<file path="src/rtl/custom_ip_pkg.sv">
// Shared types and helpers for the custom-IP 4-lane nibble link.
// Used by both the serializer and the deserializer side.
package custom_ip_pkg;

  localparam int CIP_LANES = 4;

  typedef struct packed {
    logic [7:0] even;
    logic [7:0] odd;
  } cip_pair_t;

  typedef enum logic [1:0] {
    S_IDLE   = 2'd0,
    S_ACTIVE = 2'd1,
    S_GAP    = 2'd2
  } cip_state_t;

  // Phase k carries bit (7-k) and bit (3-k) of each byte, MSB-weighted slice first.
  function automatic logic [CIP_LANES-1:0] cip_nibble(cip_pair_t p, logic [1:0] k);
    logic [2:0] hi;
    logic [2:0] lo;
    hi = 3'd7 - {1'b0, k};
    lo = 3'd3 - {1'b0, k};
    return {p.even[hi], p.even[lo], p.odd[hi], p.odd[lo]};
  endfunction

endpackage

</file>
<file path="src/rtl/custom_ip_pair_fifo.sv">
// Synchronous FIFO of (even, odd) byte pairs; push ignored when full, pop ignored when empty.
// Head is the oldest entry and is only meaningful while not empty.
module custom_ip_pair_fifo
  import custom_ip_pkg::*;
#(
  parameter int FIFO_DEPTH = 4
) (
  input  logic                              clk_75mhz,
  input  logic                              rst_n,
  input  logic                              push,
  input  cip_pair_t                         push_pair,
  input  logic                              pop,
  output cip_pair_t                         head,
  output logic                              full,
  output logic                              empty,
  output logic [$clog2(FIFO_DEPTH+1)-1:0]   count
);

  localparam int AW = $clog2(FIFO_DEPTH);
  localparam int CW = $clog2(FIFO_DEPTH + 1);

  cip_pair_t         mem [FIFO_DEPTH];
  logic [AW-1:0]     wr_ptr;
  logic [AW-1:0]     rd_ptr;
  logic              do_push;
  logic              do_pop;

  assign full    = (count == CW'(FIFO_DEPTH));
  assign empty   = (count == '0);
  assign do_push = push && !full;
  assign do_pop  = pop && !empty;
  assign head    = mem[rd_ptr];

  always_ff @(posedge clk_75mhz or negedge rst_n) begin
    if (!rst_n) begin
      wr_ptr <= '0;
      rd_ptr <= '0;
      count  <= '0;
      for (int i = 0; i < FIFO_DEPTH; i++) begin
        mem[i] <= '0;
      end
    end else begin
      if (do_push) begin
        mem[wr_ptr] <= push_pair;
        wr_ptr      <= wr_ptr + 1'b1;
      end
      if (do_pop) begin
        rd_ptr <= rd_ptr + 1'b1;
      end
      // Depth is a power of two, so pointers wrap naturally.
      case ({do_push, do_pop})
        2'b10:   count <= count + 1'b1;
        2'b01:   count <= count - 1'b1;
        default: count <= count;
      endcase
    end
  end

endmodule

</file>
<file path="src/rtl/custom_ip_serializer.sv">
// Transmit side of the custom-IP 4-lane nibble link: buffers byte pairs and frames them
// into FRAME_GROUPS groups of 4 nibbles bracketed by enable_out.
//
//   state    | meaning
//   ---------+-----------------------------------------------------------
//   S_IDLE   | no frame; waits for frame_go
//   S_ACTIVE | emitting nibbles; phase/group_cnt name the nibble on data_out
//   S_GAP    | enable_out low, inter-frame spacing counting down
module custom_ip_serializer
  import custom_ip_pkg::*;
#(
  parameter int FRAME_GROUPS = 324,
  parameter int FIFO_DEPTH   = 4,
  parameter int MIN_GAP      = 2
) (
  input  logic       clk_75mhz,
  input  logic       rst_n,
  input  logic       frame_go,
  input  logic       pair_valid_in,
  input  logic [7:0] c_even_in,
  input  logic [7:0] c_odd_in,
  output logic       pair_ready,
  output logic [3:0] data_out,
  output logic       enable_out,
  output logic       frame_busy,
  output logic       frame_done,
  output logic       underrun
);

  localparam int GW   = $clog2(FRAME_GROUPS + 1);
  localparam int GAPW = $clog2(MIN_GAP + 1);
  localparam int CW   = $clog2(FIFO_DEPTH + 1);

  cip_state_t      state, state_nxt;
  logic [1:0]      phase, phase_nxt;
  logic [GW-1:0]   group_cnt, group_nxt;
  logic [GAPW-1:0] gap_cnt, gap_nxt;
  cip_pair_t       hold, hold_nxt;
  logic [3:0]      data_nxt;
  logic            enable_nxt;
  logic            done_nxt;
  logic            underrun_nxt;
  logic            emit;
  logic            last_nibble;

  cip_pair_t       fifo_head;
  logic            fifo_full;
  logic            fifo_empty;
  logic [CW-1:0]   fifo_count;
  logic            fifo_push;
  logic            fifo_pop;

  assign pair_ready  = !fifo_full;
  assign fifo_push   = pair_valid_in && pair_ready;
  assign frame_busy  = (state != S_IDLE);
  assign last_nibble = (phase == 2'd3) && (group_cnt == GW'(FRAME_GROUPS - 1));

  custom_ip_pair_fifo #(
    .FIFO_DEPTH (FIFO_DEPTH)
  ) u_pair_fifo (
    .clk_75mhz (clk_75mhz),
    .rst_n     (rst_n),
    .push      (fifo_push),
    .push_pair ({c_even_in, c_odd_in}),
    .pop       (fifo_pop),
    .head      (fifo_head),
    .full      (fifo_full),
    .empty     (fifo_empty),
    .count     (fifo_count)
  );

  always_ff @(posedge clk_75mhz or negedge rst_n) begin
    if (!rst_n) begin
      state      <= S_IDLE;
      phase      <= '0;
      group_cnt  <= '0;
      gap_cnt    <= '0;
      hold       <= '0;
      data_out   <= '0;
      enable_out <= 1'b0;
      frame_done <= 1'b0;
      underrun   <= 1'b0;
    end else begin
      state      <= state_nxt;
      phase      <= phase_nxt;
      group_cnt  <= group_nxt;
      gap_cnt    <= gap_nxt;
      hold       <= hold_nxt;
      data_out   <= data_nxt;
      enable_out <= enable_nxt;
      frame_done <= done_nxt;
      underrun   <= underrun_nxt;
    end
  end

  always_comb begin
    state_nxt    = state;
    phase_nxt    = phase;
    group_nxt    = group_cnt;
    gap_nxt      = gap_cnt;
    hold_nxt     = hold;
    data_nxt     = '0;
    enable_nxt   = 1'b0;
    done_nxt     = 1'b0;
    underrun_nxt = 1'b0;
    fifo_pop     = 1'b0;
    emit         = 1'b0;

    case (state)
      S_IDLE: begin
        if (frame_go && (gap_cnt == '0)) begin
          state_nxt = S_ACTIVE;
          phase_nxt = '0;
          group_nxt = '0;
          emit      = 1'b1;
        end
      end
      S_ACTIVE: begin
        if (last_nibble) begin
          state_nxt = S_GAP;
          gap_nxt   = GAPW'(MIN_GAP - 1);
        end else begin
          emit      = 1'b1;
          phase_nxt = phase + 2'd1;
          if (phase == 2'd3) begin
            group_nxt = group_cnt + 1'b1;
          end
        end
      end
      S_GAP: begin
        // IDLE itself costs one low cycle, so leave as the count reaches zero.
        if (gap_cnt <= GAPW'(1)) begin
          gap_nxt   = '0;
          state_nxt = S_IDLE;
        end else begin
          gap_nxt = gap_cnt - 1'b1;
        end
      end
      default: begin
        state_nxt = S_IDLE;
      end
    endcase

    if (emit) begin
      enable_nxt = 1'b1;
      if (phase_nxt == 2'd0) begin
        // A pair pushed on this same edge is not visible yet; the group underruns.
        fifo_pop     = !fifo_empty;
        underrun_nxt = (fifo_count == '0);
        hold_nxt     = fifo_empty ? cip_pair_t'('0) : fifo_head;
      end
      data_nxt = cip_nibble(hold_nxt, phase_nxt);
      done_nxt = (phase_nxt == 2'd3) && (group_nxt == GW'(FRAME_GROUPS - 1));
    end
  end

endmodule

</file>
<file path="config.mk">
export PLATFORM = sky130hd
export DESIGN_NAME = custom_ip_serializer
export DESIGN_NICKNAME = d
export VERILOG_FILES = /design/src/rtl/custom_ip_pkg.sv /design/src/rtl/custom_ip_pair_fifo.sv /design/src/rtl/custom_ip_serializer.sv
export SDC_FILE = /design/constraint.sdc
export NUM_CORES = 1
export LEC_CHECK = 0
export CORE_ASPECT_RATIO = 0.5
export CORE_MARGIN = 2
export CORE_UTILIZATION = 39
export DETAILED_ROUTE_END_ITERATION = 6
export REMOVE_ABC_BUFFERS = 1
export SLEW_MARGIN = 5
export SYNTH_ARGS = -nofsm -noshare
export SYNTH_HDL_FRONTEND = slang
export SYNTH_SLANG_ARGS = --single-unit
export TNS_END_PERCENT = 30
</file>
<file path="constraint.sdc">
create_clock -name clk_75mhz -period 2.73 [get_ports clk_75mhz]
set_input_delay 0.546 -clock clk_75mhz [delete_from_list [all_inputs] [get_ports clk_75mhz]]
set_output_delay 0.546 -clock clk_75mhz [all_outputs]
set_load 0.02 [all_outputs]
</file>
# Word-level counts from Yosys, hierarchy flattened
# Cells that the tools add are included.
# word_totals
regBits	109
out_inout_bits	9
elab_cells	110
# classes
order_cmp	6
n_bitwise	2
reduce_logical	18
n_eq_ne	12
addsub	9
n_mux	42
# op_table
op	count
$mux 16	6
$bwmux 64	1
$bmux 16 s2	1
$demux 16 s2	1
$mux 9	3
$eq 9x9->1 const B	2
$pmux 9 s2	1
$mux 2	7
$bmux 1 s3	4
$mux 1	12
$add 9x1->9 const B	1
$eq 2x2->1 const B	4
$lt 3x4->1 const B	2
$pmux 2 s2	2
$logic_and 1x1->1	7
$add 2x1->2 const B	3
$ge 3x3->1 const B	2
$logic_not 2->1	3
$ne 2x2->1 const B	3
$not 2->3	2
$pmux 2 s3	1
$pmux 3 s2	1
$reduce_bool 2->1	3
$eq 2x1->1 const B	2
14 further kinds	15

# Depth between registers and ports, before layout
# Gate-level depths: netlist of the first run.
# depth
ltp_word	10
depth_mapped	11

# Modules after synthesis
# Synthesis of the first run repeated with hierarchy kept, for this count alone.
# unflattened
cells_unflattened	376
area_unflattened_um2	5068.6
# modules_own_cells
module	area_each_um2	cells_per_inst	instances	seq_area_each_um2
custom_ip_pair_fifo	3185.6	192	1	1776.7
custom_ip_serializer	1883.1	184	1	850.8

# Worst setup path after synthesis of the first run
# OpenSTA, ideal clock, no wires.
# synth_timing
kind	reg2reg
start	register group_cnt[0]
end	register u_pair_fifo.count[2]
path_slack_ps	208
stages_incl_launch_ff	12
path_buffers	0
arrival_ps	2443
path_cell_list	dfrtp_1 -> ha_1 -> nor4bb_4 -> a31oi_2 -> a31oi_1 -> nor2_1 -> ha_1 -> inv_1 -> fa_1 -> xor2_1 -> nor2_1 -> xor2_1
# synth_between
elab_chain_len	10
word_cells_on_any_way	14
# synth_rtl
item	line	source
start, declared	custom_ip_serializer.sv:36	logic [GW-1:0] group_cnt, group_nxt;
start signal, assigned	custom_ip_serializer.sv:86	group_cnt <= group_nxt;
$eq 9x9->1 *	custom_ip_serializer.sv:56	assign last_nibble = (phase == 2'd3) && (group_cnt == GW'(FRAME_GROUPS - 1));
$logic_and 1x1->1 *	custom_ip_serializer.sv:56	
$mux 2	custom_ip_serializer.sv:119	if (last_nibble) begin
$pmux 2 s2	custom_ip_serializer.sv:109	case (state)
$logic_not 2->1	custom_ip_serializer.sv:146	if (phase_nxt == 2'd0) begin
$mux 1	custom_ip_serializer.sv:146	
$mux 1 *	custom_ip_serializer.sv:144	if (emit) begin
$logic_and 1x1->1 *	custom_ip_pair_fifo.sv:31	assign do_pop = pop && !empty;
via u_pair_fifo.do_pop	custom_ip_pair_fifo.sv:26	logic do_pop;
$eq 2x1->1 or $eq 2x2->1 (tied branches)	custom_ip_pair_fifo.sv:51	case ({do_push, do_pop})
$pmux 3 s2 or $reduce_bool 2->1 (tied branches)	n/a	
end signal, assigned	custom_ip_pair_fifo.sv:52	2'b10: count <= count + 1'b1;
end signal, assigned	custom_ip_pair_fifo.sv:53	2'b01: count <= count - 1'b1;
end signal, assigned	custom_ip_pair_fifo.sv:54	default: count <= count;
end, declared	custom_ip_pair_fifo.sv:16	output logic [$clog2(FIFO_DEPTH+1)-1:0] count
# The timed path passes the listed nets; every way through them passes the cells marked *.
# A chain may end at the register's enable or synchronous reset.

# Worst setup path after layout of the first run
# layout_timing
start	register group_cnt[0]
end	register data_out[3]
# layout_between
word_cells_on_any_way	13
# layout_rtl
item	line	source
$eq 9x9->1	custom_ip_serializer.sv:56	
$logic_and 1x1->1	custom_ip_serializer.sv:56	
$mux 1	custom_ip_serializer.sv:119	
$pmux 1 s2	custom_ip_serializer.sv:109	
via emit	custom_ip_serializer.sv:43	logic emit;
$mux 4	custom_ip_serializer.sv:144	
via data_nxt[3]	custom_ip_serializer.sv:39	logic [3:0] data_nxt;
end signal, assigned	custom_ip_serializer.sv:89	data_out <= data_nxt;
end, declared	custom_ip_serializer.sv:23	output logic [3:0] data_out,
# The timed path passes the listed nets, and every way through them passes these cells. The select of a mux whose other input is x is not followed.

==> results.ini, run 1 <==
[setup_path]
timing.setup.critical_path_class = flip-flop to flip-flop
r2r_slack_ns = 0.15
critPathArrivalTime_ns = 2.78
setup.worst_path.start_class = flip-flop
end_kind = flip-flop
length_in_cells_of_the_worst_reg_to_reg_path = 8
worst_r2r_startpoint = group_cnt[0]
r2r_end = data_out[3]
required_time_of_the_critical_path_ns = 2.93
cp_max_fo = 9

[floorplanning]
die_w_um = 161
core-area_mm2 = 0.0119
ios = 29
rows = 28
fp.dieH_um = 82.6
floorplan.die_area_mm2 = 0.0133
initial_core_util_pct = 40.3

[yosys]
ys_seq_area_share_pct = 54.5
yosysTopAreaCell = sky130_fd_sc_hd__dfrtp_1
async_flop_share_pct = 100
synth.cell_area_mm2 = 0.00482
synth_ff_type = sky130_fd_sc_hd__dfrtp_1
synth-edff-count = 0
post_synth_most_frequent_cells = sky130_fd_sc_hd__dfrtp_1, sky130_fd_sc_hd__mux2_2, sky130_fd_sc_hd__nand2_1
synthesis.area_per_instance_um2 = 13.3
ys_seq_elements = 105
post-synth-top-count-cell = sky130_fd_sc_hd__dfrtp_1
cell_count_after_synthesis = 363
synth.lib_cells_used.distinct = 49
yosys_warnings = 0
yosysTopAreaCellShare_pct = 54.5
ys_top_cells_by_area = sky130_fd_sc_hd__dfrtp_1, sky130_fd_sc_hd__mux2_2, sky130_fd_sc_hd__mux4_2, sky130_fd_sc_hd__nand2_1, sky130_fd_sc_hd__o21ai_0

[timing]
tightest_slew_ns = 0.657
timing.slew.headroom_pct = 55.8
maxSlewViolCount = 0
fmax_ghz = 0.388
grt_setup_unrepaired = false
final-setup-viol-count = 0
period_share_pct = 94.3
fin_worst_skew_ns = 0.00977
fin_crit_ns = 2.58
setup-tns-final_ns = 0
hold_viol = 0

[cts]
cts-hold-fix-buffers = 0
ctsResizeCount = 0
cts_setup_buffers = 0
cts.sink_count = 105
clock_path_buffers = 2
cts.root.buffer_cell = sky130_fd_sc_hd__clkbuf_16
worstSkewPairLatency_ns = 0.35
worst_setup_hold_path_clk_slew_ns = 0.07
cts-htree-levels = 3
tritoncts.num_buffers = 9
tritoncts = built

[placement]
routability_driven_placement_congestion_ratio = 0.766
dp.final_hpwl_mm = 6.89
io_buf_count = 28
detailed_place.area_mm2 = 0.00537

[power_and_ir_drop]
pwr-share-clk_pct = 18.6
leakagePower_nw = 2.41
part_of_the_total_power_dissipated_in_combinational_logic_pct = 40.0
sequentialPowerShare_pct = 41.5
power.switching_fraction_pct = 33.9
ir_drop_mv = 0.348
power.internal_mw = 4.36
power_per_cell_area_mw_per_mm2 = 1170
power.net_switching_mw = 2.23

[drt]
detailroute.wirelength.met2_mm = 4.76
first_iter_violations = 156
totalWireLength_mm = 9.86
drt_drc_violations_left = 0
detail_route.wl_per_cell_um = 17.3
via_count = 2946
drt_first_pass_iters = 4
wl_met3_um = 405
routed_via_density = 5.16
route.top_layer_used = met4
route.layer.met1.wl_mm = 4.59
antenna_left = 0

[grt]
grt_pass1_vias = 3162
gr-usage-all-layers_pct = 16.3
grt.overflow.total = 0
grt_start_max_net_pins = 41
antenna_found_initial = 0
wire_length_of_the_first_global_routing_pass_mm = 16.4

[final_layout]
diodes = 0
final_cell_area_mm2 = 0.00565
syn2layout_area_growth_pct = 17.3
filler_cell_count = 1074
post_route_cells_drive_above_1_share_pct = 31.3
finish.net_count = 430

[run_status]
result_of_the_run = finished, final reports clean

[worst_hold_path]
hold_wc_path_type = input pin to asynchronous set/reset pin

[flow_run]
timing.max_cap.violations = 0

## worst max path at each step
stage / startpoint / end / slack (ns) / cells past startpoint
global placement: frame_go / u_pair_fifo.count[2] / -0.05 / 11
detailed placement: frame_go / u_pair_fifo.count[2] / -0.12 / 11
CTS: group_cnt[0] / data_out[3] / 0.17 / 8
global route: group_cnt[0] / data_out[3] / 0.002 / 8
finish: group_cnt[0] / data_out[3] / 0.15 / 8
floorplan: group_cnt[0] / u_pair_fifo.count[2] / -0.50 / 11
## registers in the layout, indices dropped and copies added, names as in the netlist
signal,flops
u_pair_fifo.count,3
enable_out,1
underrun,1
group_cnt,9
frame_done,1
data_out,4
hold,12
state,2
u_pair_fifo.wr_ptr,2
u_pair_fifo.rd_ptr,2
gap_cnt,2
phase,2
u_pair_fifo.mem,64
## placed cells by master, fill, tap and decap left out, types with 2 or more instances in the layout
cell and instances:
sky130_fd_sc_hd__a21oi_1 3, sky130_fd_sc_hd__clkinvlp_4 2, sky130_fd_sc_hd__o22ai_1 4, sky130_fd_sc_hd__dfrtp_1 105
sky130_fd_sc_hd__inv_1 13, sky130_fd_sc_hd__nand4_1 2, sky130_fd_sc_hd__or3_1 2, sky130_fd_sc_hd__or2_2 2
sky130_fd_sc_hd__mux2_2 65, sky130_fd_sc_hd__clkdlybuf4s50_1 27, sky130_fd_sc_hd__buf_4 16, sky130_fd_sc_hd__xor2_1 3
sky130_fd_sc_hd__xnor2_1 3, sky130_fd_sc_hd__ha_1 7, sky130_fd_sc_hd__o21ai_0 23, sky130_fd_sc_hd__nor3b_1 2
sky130_fd_sc_hd__o31ai_1 3, sky130_fd_sc_hd__nor3_1 2, sky130_fd_sc_hd__mux4_2 16, sky130_fd_sc_hd__nand3_1 3
sky130_fd_sc_hd__nand2_1 39, sky130_fd_sc_hd__clkbuf_16 9, sky130_fd_sc_hd__inv_8 2, sky130_fd_sc_hd__a31oi_2 2
sky130_fd_sc_hd__mux2i_1 9, sky130_fd_sc_hd__nor2_1 8, sky130_fd_sc_hd__and2_1 6
## area by class of cell
| cell class | instances | area (um^2) | share of cell area (%) |
|---|---|---|---|
| clock buffers | 9 | 225 | 3.99 |
| clock inverters | 6 | 51.3 | 0.908 |
| inverters | 13 | 48.8 | 0.864 |
| multi-input cells | 229 | 2080 | 36.8 |
| flip-flops and latches | 105 | 2630 | 46.5 |
| well taps | 165 | 206 | 3.65 |
| repair buffers | 44 | 410 | 7.26 |
## worst max-delay path, stage by stage (launching register included)
cell	delay (ns)
sky130_fd_sc_hd__dfrtp_1	0.41
sky130_fd_sc_hd__ha_1	0.25
sky130_fd_sc_hd__nor4bb_4	0.38
sky130_fd_sc_hd__a31oi_2	0.16
sky130_fd_sc_hd__buf_4	0.18
sky130_fd_sc_hd__or2_4	0.26
sky130_fd_sc_hd__mux2i_4	0.38
sky130_fd_sc_hd__mux2i_1	0.30
sky130_fd_sc_hd__o22ai_1	0.11
## metal layers
metal,up-vias,GRT usage (%)
met3,9,3.95
li1,1374,-
met1,1529,21.5
met5,-,0
met4,0,4.55
met2,34,27.4
## power groups by stage
stage               sequential, mW  clock [mW]  combinational [mW]
finish                        2.73        1.22                2.63
global route                  2.83        1.33                2.90
CTS                           2.74        1.26                2.67
detailed placement            2.77           0                2.66
global placement              2.70           0                2.56
floorplan                     2.67           0                1.89
## cell families (layout without fill, tap and decap cells)
| kind of cell | Yosys count | in the layout | synth area share [%] |
|---|---|---|---|
| muxes | 91 | 91 | 25.0 |
| adders and majority gates | 8 | 8 | 2.23 |
| and+or+nand+nor | 81 | 81 | 9.09 |
| AOI/OAI and AO/OA | 43 | 43 | 5.58 |
| DFF | 105 | 105 | 54.5 |
| buffers and inverters | 29 | 72 | 2.44 |
| xor gates and xnor gates | 6 | 6 | 1.09 |
## metrics by stage
| step | total power [mW] | utilization, % | std cells | worst slack, ns | hold slack, ns |
|---|---|---|---|---|---|
| after global routing | 7.07 | 47.3 | 571 | 0.00224 | 0.214 |
| after floorplan | 4.56 | - | 347 | -0.501 | 0.250 |
| after detailed placement | 5.43 | 45.0 | 556 | -0.124 | 0.472 |
| final | 6.59 | 47.3 | 571 | 0.155 | 0.168 |
| after CTS | 6.67 | 47.3 | 571 | 0.168 | 0.198 |
| after global placement | 5.26 | 45.0 | 556 | -0.0472 | 0.472 |
(Power assumes the default switching activity.)
==> run 2: changes to the inputs <==
Settings changed: PLACE_DENSITY_LB_ADDON set to 0.08.
==> run 2 against run 1 <==
- clock power increased by 12%
- sequential cell count unchanged
- core utilization rose by 0.57 points
- power grew 3.8%
- die area unchanged
- largest power group is now combinational cells
- worst setup slack better by 0.026 ns
- count of clock-buffer cells in the layout unchanged
==> results.ini, run 2 (same netlist as run 1, synthesis figures left out) <==
[setup_path]
critPathArrivalTime_ns = 2.81  ; +0.03 ns
crit_family = adder cells
timing.setup.critical_path_class = flip-flop to flip-flop
worst_r2r_startpoint = group_cnt[0]
critical_path.startpoint = group_cnt[0]
slowest_cell_on_the_critical_path = sky130_fd_sc_hd__dfrtp_1
cp_max_fo = 5  ; -4
setup.worst_path.start_class = flip-flop
required_time_of_the_critical_path_ns = 2.99  ; +0.06 ns
critPathBufInv = 1  ; unchanged
cpPeakStageDelay_ns = 0.42  ; about the same
end_kind = flip-flop
worstPathCellList = ha_1, nor4bb_4, a31oi_2, a31oi_2, nor2_2, ha_1, inv_1, fa_1, xor2_1, nor2_1, xor2_1

[final_layout]
finish.net_count = 432  ; +0.47%
layout.cells.non_filler = 573  ; +0.35%
mostFrequentLayoutCell = sky130_fd_sc_hd__dfrtp_1
max_ffs_per_register = 64  ; unchanged
top_library_cells_by_usage_in_the_layout_fill_and_taps_aside = sky130_fd_sc_hd__dfrtp_1, sky130_fd_sc_hd__mux2_2, sky130_fd_sc_hd__nand2_1
diodes = 0  ; unchanged
finalCoreUtilization_pct = 47.9  ; +0.57 points
syn2layout_area_growth_pct = 18.7
filler_cell_count = 1077  ; +0.28%
reg_top3 = u_pair_fifo.mem x64, hold x12, group_cnt x9
post_route_cells_drive_above_1_share_pct = 31.6  ; +0.34 points
max_flop_register = u_pair_fifo.mem

[cts]
cts.sink_count = 105  ; unchanged
ctsResizeCount = 0  ; unchanged
cts-htree-levels = 3  ; unchanged
cts_setup_buffers = 0  ; unchanged
worstSkewPairLatency_ns = 0.34  ; about the same
cts.root.buffer_cell = sky130_fd_sc_hd__clkbuf_16
tritoncts = built
cts-hold-fix-buffers = 0  ; unchanged
worst_setup_hold_path_clk_slew_ns = 0.07  ; about the same
clock_path_buffers = 2  ; unchanged
tritoncts.num_buffers = 9  ; unchanged

[grt]
grt_pass1_vias = 3133  ; -0.92%
grt.overflow.total = 0  ; unchanged
gr-usage-all-layers_pct = 16.4  ; +0.051 points
antenna_found_initial = 0  ; unchanged
wire_length_of_the_first_global_routing_pass_mm = 16.5  ; +0.13%
grt_start_max_net_pins = 54  ; +32%

[flow_run]
timing.max_cap.violations = 0  ; unchanged

[drt]
via_count = 2945  ; -0.034%
drt_drc_violations_left = 0  ; unchanged
first_iter_violations = 214  ; +37%
detail_route.wl_per_cell_um = 17.4  ; +0.85%
routed_via_density = 5.14  ; -0.38%
totalWireLength_mm = 9.98  ; +1.2%
antenna_left = 0  ; unchanged
drt_first_pass_iters = 4  ; unchanged

[floorplanning]
fp.dieH_um = 82.6  ; unchanged
ios = 29  ; unchanged
initial_core_util_pct = 40.3  ; unchanged
floorplan.die_area_mm2 = 0.0133  ; unchanged
die_w_um = 161  ; unchanged
core-area_mm2 = 0.0119  ; unchanged
rows = 28  ; unchanged

[placement]
routability_driven_placement_congestion_ratio = 0.788  ; +2.8%
post-place-cells = 558  ; +0.36%
dp.final_hpwl_mm = 7.01  ; +1.7%
io_buf_count = 28  ; unchanged
post-place-ws_ns = -0.145  ; -0.0204 ns

[power_and_ir_drop]
ir_drop_mv = 0.581  ; +67%
leakagePower_nw = 2.45  ; +1.6%
finalPower_mw = 6.84  ; +3.8%
power_per_cell_area_mw_per_mm2 = 1200  ; +2.5%

[timing]
tightest_slew_ns = 0.699  ; +0.0422 ns
maxSlewViolCount = 0  ; unchanged
fin_crit_ns = 2.55  ; -0.0258 ns
postLayoutSetupSlackWorst_ns = 0.181  ; +0.0258 ns
post_route_worst_hold_slack_ns = 0.130  ; -0.0379 ns
hold_viol = 0  ; unchanged
fin_worst_skew_ns = 0.00728  ; -0.00250 ns
timing.slew.headroom_pct = 52.9  ; -2.8 points
grt_setup_unrepaired = false
final-setup-viol-count = 0  ; unchanged
fmax_ghz = 0.392  ; +1.0%
period_share_pct = 93.4  ; -0.95 points

[worst_hold_path]
hold_wc_path_type = input pin to asynchronous set/reset pin

[run_status]
result_of_the_run = finished, final reports clean

## run 2: metal layers
metal  routed length, um  global-route usage (%)  part of all wire, %  vias to the layer above
met5                   0                       0                    0                        -
met4                  48                    3.48                 0.48                        0
met3                 334                    3.90                  3.3                        5
met2                4630                    26.6                   46                       36
met1                4960                    22.7                   50                     1531
li1                    -                       -                    -                     1373
## run 2: power breakdown
part / switching, mW / internal, mW
Combinational: 1.27 / 1.52
Sequential: 0.402 / 2.27
Clock: 0.567 / 0.805
Total: 2.24 / 4.60
## run 2: area by class of cell
type | instances | area (um^2) | area share [%]
clock inverter | 6 | 91.3 | 1.60
timing repair buffer | 46 | 438 | 7.66
inverter | 13 | 48.8 | 0.853
multi-input combinational | 229 | 2080 | 36.4
sequential | 105 | 2630 | 46.0
tap | 165 | 206 | 3.61
clock buffer | 9 | 225 | 3.94
## run 2: stage by stage
step,area [um^2],setup TNS (ns)
final,5720,0
after global routing,5720,0
after CTS,5720,0
after detailed placement,5400,-0.145
after global placement,5400,-0.0588
after floorplan,4750,-1.16
## run 2: final timing paths
check / endpoint / slack [ns] / depth (start not counted)
min reg2reg: hold[9] / 0.49 / 2
max in group asynchronous: u_pair_fifo.mem[45] / 1.92 / 2
max: u_pair_fifo.count[2] / 0.18 / 11
min: gap_cnt[1] / 0.13 / 1
max reg2reg: u_pair_fifo.count[2] / 0.18 / 11
min in group clk_75mhz: hold[9] / 0.49 / 2
## run 2: worst register-to-register path: cells and delay by family (launching register included)
kind	cells	cell delay, ns
AO/OA/AOI/OAI	2	0.39
XOR/XNOR	2	0.30
adder cells (fa/ha/maj)	3	0.84
buffers and inverters	1	0.06
flip-flops	1	0.42
AND/OR/NAND/NOR	3	0.47
==> run 3: changes to the inputs <==
Settings changed: GPL_ROUTABILITY_DRIVEN set to 0.
==> results of run 3 <==
Same layout as run 2: the final DEF is identical, and so are final timing and power.
